==> src/rtl/alu_unit.sv <==
// alu_unit: 16-bit signed ALU. ADD/SUB/MUL finish on the launch edge; DIV runs
// an iterative restoring divide on operand magnitudes and finishes 16 edges later.
// Ports:
//   Clock      rising-edge clock
//   Reset      async active-low reset
//   Start      launch strobe (only accepted while idle)
//   ALUOP[1:0] 00 ADD, 01 SUB, 10 MUL, 11 DIV
//   A, B       signed operands
//   Result     registered signed result, held until next completion
//   Done       1 = idle / Result valid, 0 = divide in progress
module alu_unit #(
  parameter int WIDTH = 16
) (
  input  logic             Clock,
  input  logic             Reset,
  input  logic             Start,
  input  logic [1:0]       ALUOP,
  input  logic [WIDTH-1:0] A,
  input  logic [WIDTH-1:0] B,
  output logic [WIDTH-1:0] Result,
  output logic             Done
);

  localparam int CW = $clog2(WIDTH);

  typedef enum logic {IDLE, DIV_BUSY} state_t;

  state_t           state, state_nxt;
  logic             armed;      // blocks a launch on the edge that releases reset
  logic [WIDTH-1:0] rem, quo, dvs;
  logic             neg_q, dvz;
  logic [CW-1:0]    cnt;

  logic             launch, last;
  logic [WIDTH-1:0] a_mag, b_mag, mul_lo, quo_nxt, rem_nxt, div_res;
  logic [WIDTH:0]   rem_sh, rem_sub;
  logic             q_bit;

  assign launch = (state == IDLE) && Start && armed;
  assign last   = (state == DIV_BUSY) && (cnt == CW'(WIDTH-1));
  assign Done   = (state == IDLE);

  // -MIN wraps back to MIN, whose unsigned reading is the correct magnitude.
  assign a_mag  = A[WIDTH-1] ? -A : A;
  assign b_mag  = B[WIDTH-1] ? -B : B;
  // Low half of the product is identical for signed and unsigned operands.
  assign mul_lo = A * B;

  // One restoring step. The remainder is always below the divisor, so the
  // shifted value is below twice the divisor and the top bit of the
  // difference is a clean borrow flag.
  always_comb begin
    rem_sh  = {rem, quo[WIDTH-1]};
    rem_sub = rem_sh - {1'b0, dvs};
    q_bit   = ~rem_sub[WIDTH];
    rem_nxt = q_bit ? rem_sub[WIDTH-1:0] : rem_sh[WIDTH-1:0];
    quo_nxt = {quo[WIDTH-2:0], q_bit};
    if (dvz)        div_res = '1;
    else if (neg_q) div_res = -quo_nxt;
    else            div_res = quo_nxt;
  end

  always_comb begin
    state_nxt = state;
    case (state)
      IDLE:     if (launch && ALUOP == 2'b11) state_nxt = DIV_BUSY;
      DIV_BUSY: if (last) state_nxt = IDLE;
      default:  state_nxt = IDLE;
    endcase
  end

  always_ff @(posedge Clock or negedge Reset) begin
    if (!Reset) begin
      state <= IDLE;
      armed <= 1'b0;
    end else begin
      state <= state_nxt;
      armed <= 1'b1;
    end
  end

  always_ff @(posedge Clock or negedge Reset) begin
    if (!Reset) begin
      Result <= '0;
      rem    <= '0;
      quo    <= '0;
      dvs    <= '0;
      neg_q  <= 1'b0;
      dvz    <= 1'b0;
      cnt    <= '0;
    end else if (launch) begin
      case (ALUOP)
        2'b00: Result <= A + B;
        2'b01: Result <= A - B;
        2'b10: Result <= mul_lo;
        default: begin
          // Dividend magnitude shifts out of quo as quotient bits shift in.
          rem   <= '0;
          quo   <= a_mag;
          dvs   <= b_mag;
          neg_q <= A[WIDTH-1] ^ B[WIDTH-1];
          dvz   <= (B == '0);
          cnt   <= '0;
        end
      endcase
    end else if (state == DIV_BUSY) begin
      rem <= rem_nxt;
      quo <= quo_nxt;
      cnt <= cnt + 1'b1;
      if (last) Result <= div_res;
    end
  end

endmodule

==> config.mk <==
export PLATFORM = sky130hd
export DESIGN_NAME = alu_unit
export DESIGN_NICKNAME = d
export VERILOG_FILES = /design/src/rtl/alu_unit.sv
export SDC_FILE = /design/constraint.sdc
export NUM_CORES = 1
export LEC_CHECK = 0
export CORE_ASPECT_RATIO = 0.7
export CORE_UTILIZATION = 45
export CTS_BUF_LIST = sky130_fd_sc_hd__clkbuf_4
export CTS_CLUSTER_DIAMETER = 60
export DETAILED_ROUTE_END_ITERATION = 8
export PLACE_DENSITY = 0.66
export SLEW_MARGIN = 0
export SYNTH_ARGS = -nofsm -noshare
export SYNTH_HDL_FRONTEND = slang
export SYNTH_SLANG_ARGS = --single-unit
==> constraint.sdc <==
create_clock -name Clock -period 4.5 [get_ports Clock]
set_input_delay 0.45 -clock Clock [delete_from_list [all_inputs] [get_ports Clock]]
set_output_delay 0.45 -clock Clock [all_outputs]
set_load 0.01 [all_outputs]
==> results.toml <==
[synth]
synth-edff-count = 0
synthesis.nets = 1425
ys.flop_type = "dfrtp_1"
postSynthAreaPerCell_um2 = 8.14
syn-cell-area_mm2 = 0.00993
synthArstFlopShare_pct = 100
syn_inst = 1220
ys_seq_area_share_pct = 18.1
yosysWarningCount = 0
synth_seq_cells = 72
ys_types = 69

[timing]
final.setup.worst_slack_ps = -330
relSlewSlack_pct = 38.2
rsz0062_at_grt = "yes"
tns_ps = -1580
finalSetupViolations = 7
worst_pin_slew_ps = 928
fmax_mhz = 207
clock_skew_ps = 13.2
finalHoldViolations = 0
timing.final.crit_share_pct = 107
worst_hold_slack_ps = 106
period_minus_slack_ps = 4830
slew_viol_final = 0

[critical_path]
arrival_ps = 5180
worstPathRequired_ps = 4850
cp_slowest_cell = "fa_1"
path_max_fanout = 5
critPathMostFrequentCell = "fa_1"
crit_type = "primary input to flop"
startpoint_type = "primary input"
end_kind = "flop"
critPathMaxStageDelay_ps = 530
cp_cell_sequence = "buf_4 > and2_4 > fa_1 > inv_1 > fa_1 > fa_1 > fa_1 > inv_1 > fa_1 > inv_1 > fa_1 > inv_2 > ha_4 > and2_4 > buf_4 > a2111oi_4 > buf_4 > xor2_2 > a21oi_1 > o21a_1"

[clocking]
h-tree-depth = 3
clock_latency_ps = 450
cts_tree = "done"
numCtsBuffers = 9
ctsHoldBuffers = 0
clk_pin_slew_ps = 130
cts.sinks = 72
cts-root-buf = "clkbuf_4"
cts.path.max_buffers = 2

[route]
detail_route.vias_per_cell = 5.36
drt_iter0_drc = 747
wl_per_cell_um = 17.1
postRouteAntennaNets = 0
vias = 8900
drcViolationCount = 5
wl_um = 28400
drt-pass1-iter-count = 7

[grt]
grt_pass1_vias = 8663
grt_max_degree = 73
antenna_found_initial = 1
grt_util_met2_pct = 38.5
grt_util_met3_pct = 3.82
busiest_layer = "met1"
grt_usage_pct = 25.5
grt-ovfl-total = 0
grt_pass1_wl_um = 45800
grtUsageMet1_pct = 38.9

[cells_and_area]
fin_util_pct = 57.0
area_growth_pct = 24.4
drive_above_1_share_pct = 21.5
instances_no_fill = 1660
layout.nets = 1577
fill_cells = 1951

[run]
cap_viol_max_count = 0

[floorplanning]
core_area_mm2 = 0.0217
initial_core_util_pct = 45.8
die_h_um = 126
rows = 45
io_pins = 54
die_area_mm2 = 0.0227
die_w_um = 180

[run_status]
violations = "DRC, setup timing"
outcome = "complete, but fails checks"

[pwr]
irDropWorstVdd_uv = 612
cellPowerDensity_mw_per_mm2 = 703
cellLeakagePower_nw = 5.89

[placed_design]
placed_cells = 1614
dp_slack_ps = -1420
place.gp.congestion = 0.912
hpwl_um = 22600
io_buffers = 53

[worst_hold_path]
hold_class = "primary input to asynchronous set/reset pin"
## where the power goes
part           total [mW]  internal (mW)  switching [mW]
Clock               0.498          0.234           0.263
Sequential           1.25          0.954           0.293
Combinational        6.95           3.30            3.65
Total                8.70           4.49            4.21
## worst paths after layout
kind,start,endpoint,slack [ps],depth (start not counted)
setup reg to reg,rem[11],Result[12],650,15
hold / removal,Reset,Result[4],110,1
min in group Clock,Result[1],Result[1],490,2
max in group asynchronous,Reset,rem[9],3770,1
setup / recovery,A[5],Result[12],-330,20
hold reg to reg,Result[1],Result[1],490,2
## registers in the layout, summed over array words and instances, names as in the netlist
register / cells
cnt: 4
neg_q: 1
quo: 16
dvz: 1
Result: 16
state: 1
armed: 1
rem: 16
dvs: 16
## cell type report
type | count | area [um^2] | share of cell area (%)
clock buffers | 10 | 75.1 | 0.607
well taps | 282 | 353 | 2.85
diodes | 1 | 2.50 | 0.0202
inverters | 143 | 537 | 4.34
flip-flops and latches | 72 | 1800 | 14.6
repair buffers | 209 | 1790 | 14.5
multi-input cells | 937 | 7710 | 62.4
clock inverters | 6 | 90.1 | 0.729
## Yosys cell counts, types with 14 or more instances
library cell  instances  area (um^2)
fa_1                 82         1640
clkbuf_1             55          206
xor2_1               60          526
inv_1               140          526
a21oi_1              60          300
nor2_1               57          214
o21ai_0              84          420
nand2_1             172          646
ha_1                 86         1080
and2_1               72          450
o21a_1               14          105
nor3_1               16         80.1
xnor2_1              54          473
dfrtp_1              72         1800
nand3_1              14         70.1
## cells by family after synthesis
logic type	after synthesis	share of synthesized area, %
fa+ha+maj	168	27.4
flops	72	18.1
xor+xnor	115	10.3
simple gates	400	19.9
compound gates	245	15.3
buf+inv	211	8.24
mux	8	0.831
other cells	1	0.0377
## stage by stage
stage | area, um^2 | power, mW
global placement | 11700 | 7.41
detailed placement | 11700 | 7.54
global route | 12400 | 9.55
floorplan | 10100 | 5.71
CTS | 12200 | 8.42
finish | 12400 | 8.70
## routing by layer
layer | wire (um) | vias to the layer above
met5 | 0 | -
li1 | - | 4305
met4 | 299 | 0
met3 | 1730 | 26
met1 | 14200 | 4302
met2 | 12100 | 267
## critical path: cells and delay by family
family	cells	cell delay, ps
adders and majority gates	7	3130
buffers and inverters	7	650
AOI/OAI and AO/OA	3	520
and+or+nand+nor	2	280
xor gates and xnor gates	1	140
## timing repair
action,CTS,global route
pin swaps,88,52
setup buffers,22,9
setup endpoints to repair,10,8
gates resized for setup,177,28
endpoints found under the hold margin,0,0
## placed cells by master, fill, tap and decap left out, types with 26 or more instances in the layout
cell,instances
nand2_1,171
buf_4,135
inv_1,131
o21ai_0,75
fa_1,73
dfrtp_1,72
ha_1,70
xor2_1,57
nor2_1,55
a21oi_1,54
xnor2_1,53
and2_1,52
clkdlybuf4s50_1,26
buf_6,26
Note: power is estimated with default switching activity, not from simulation.
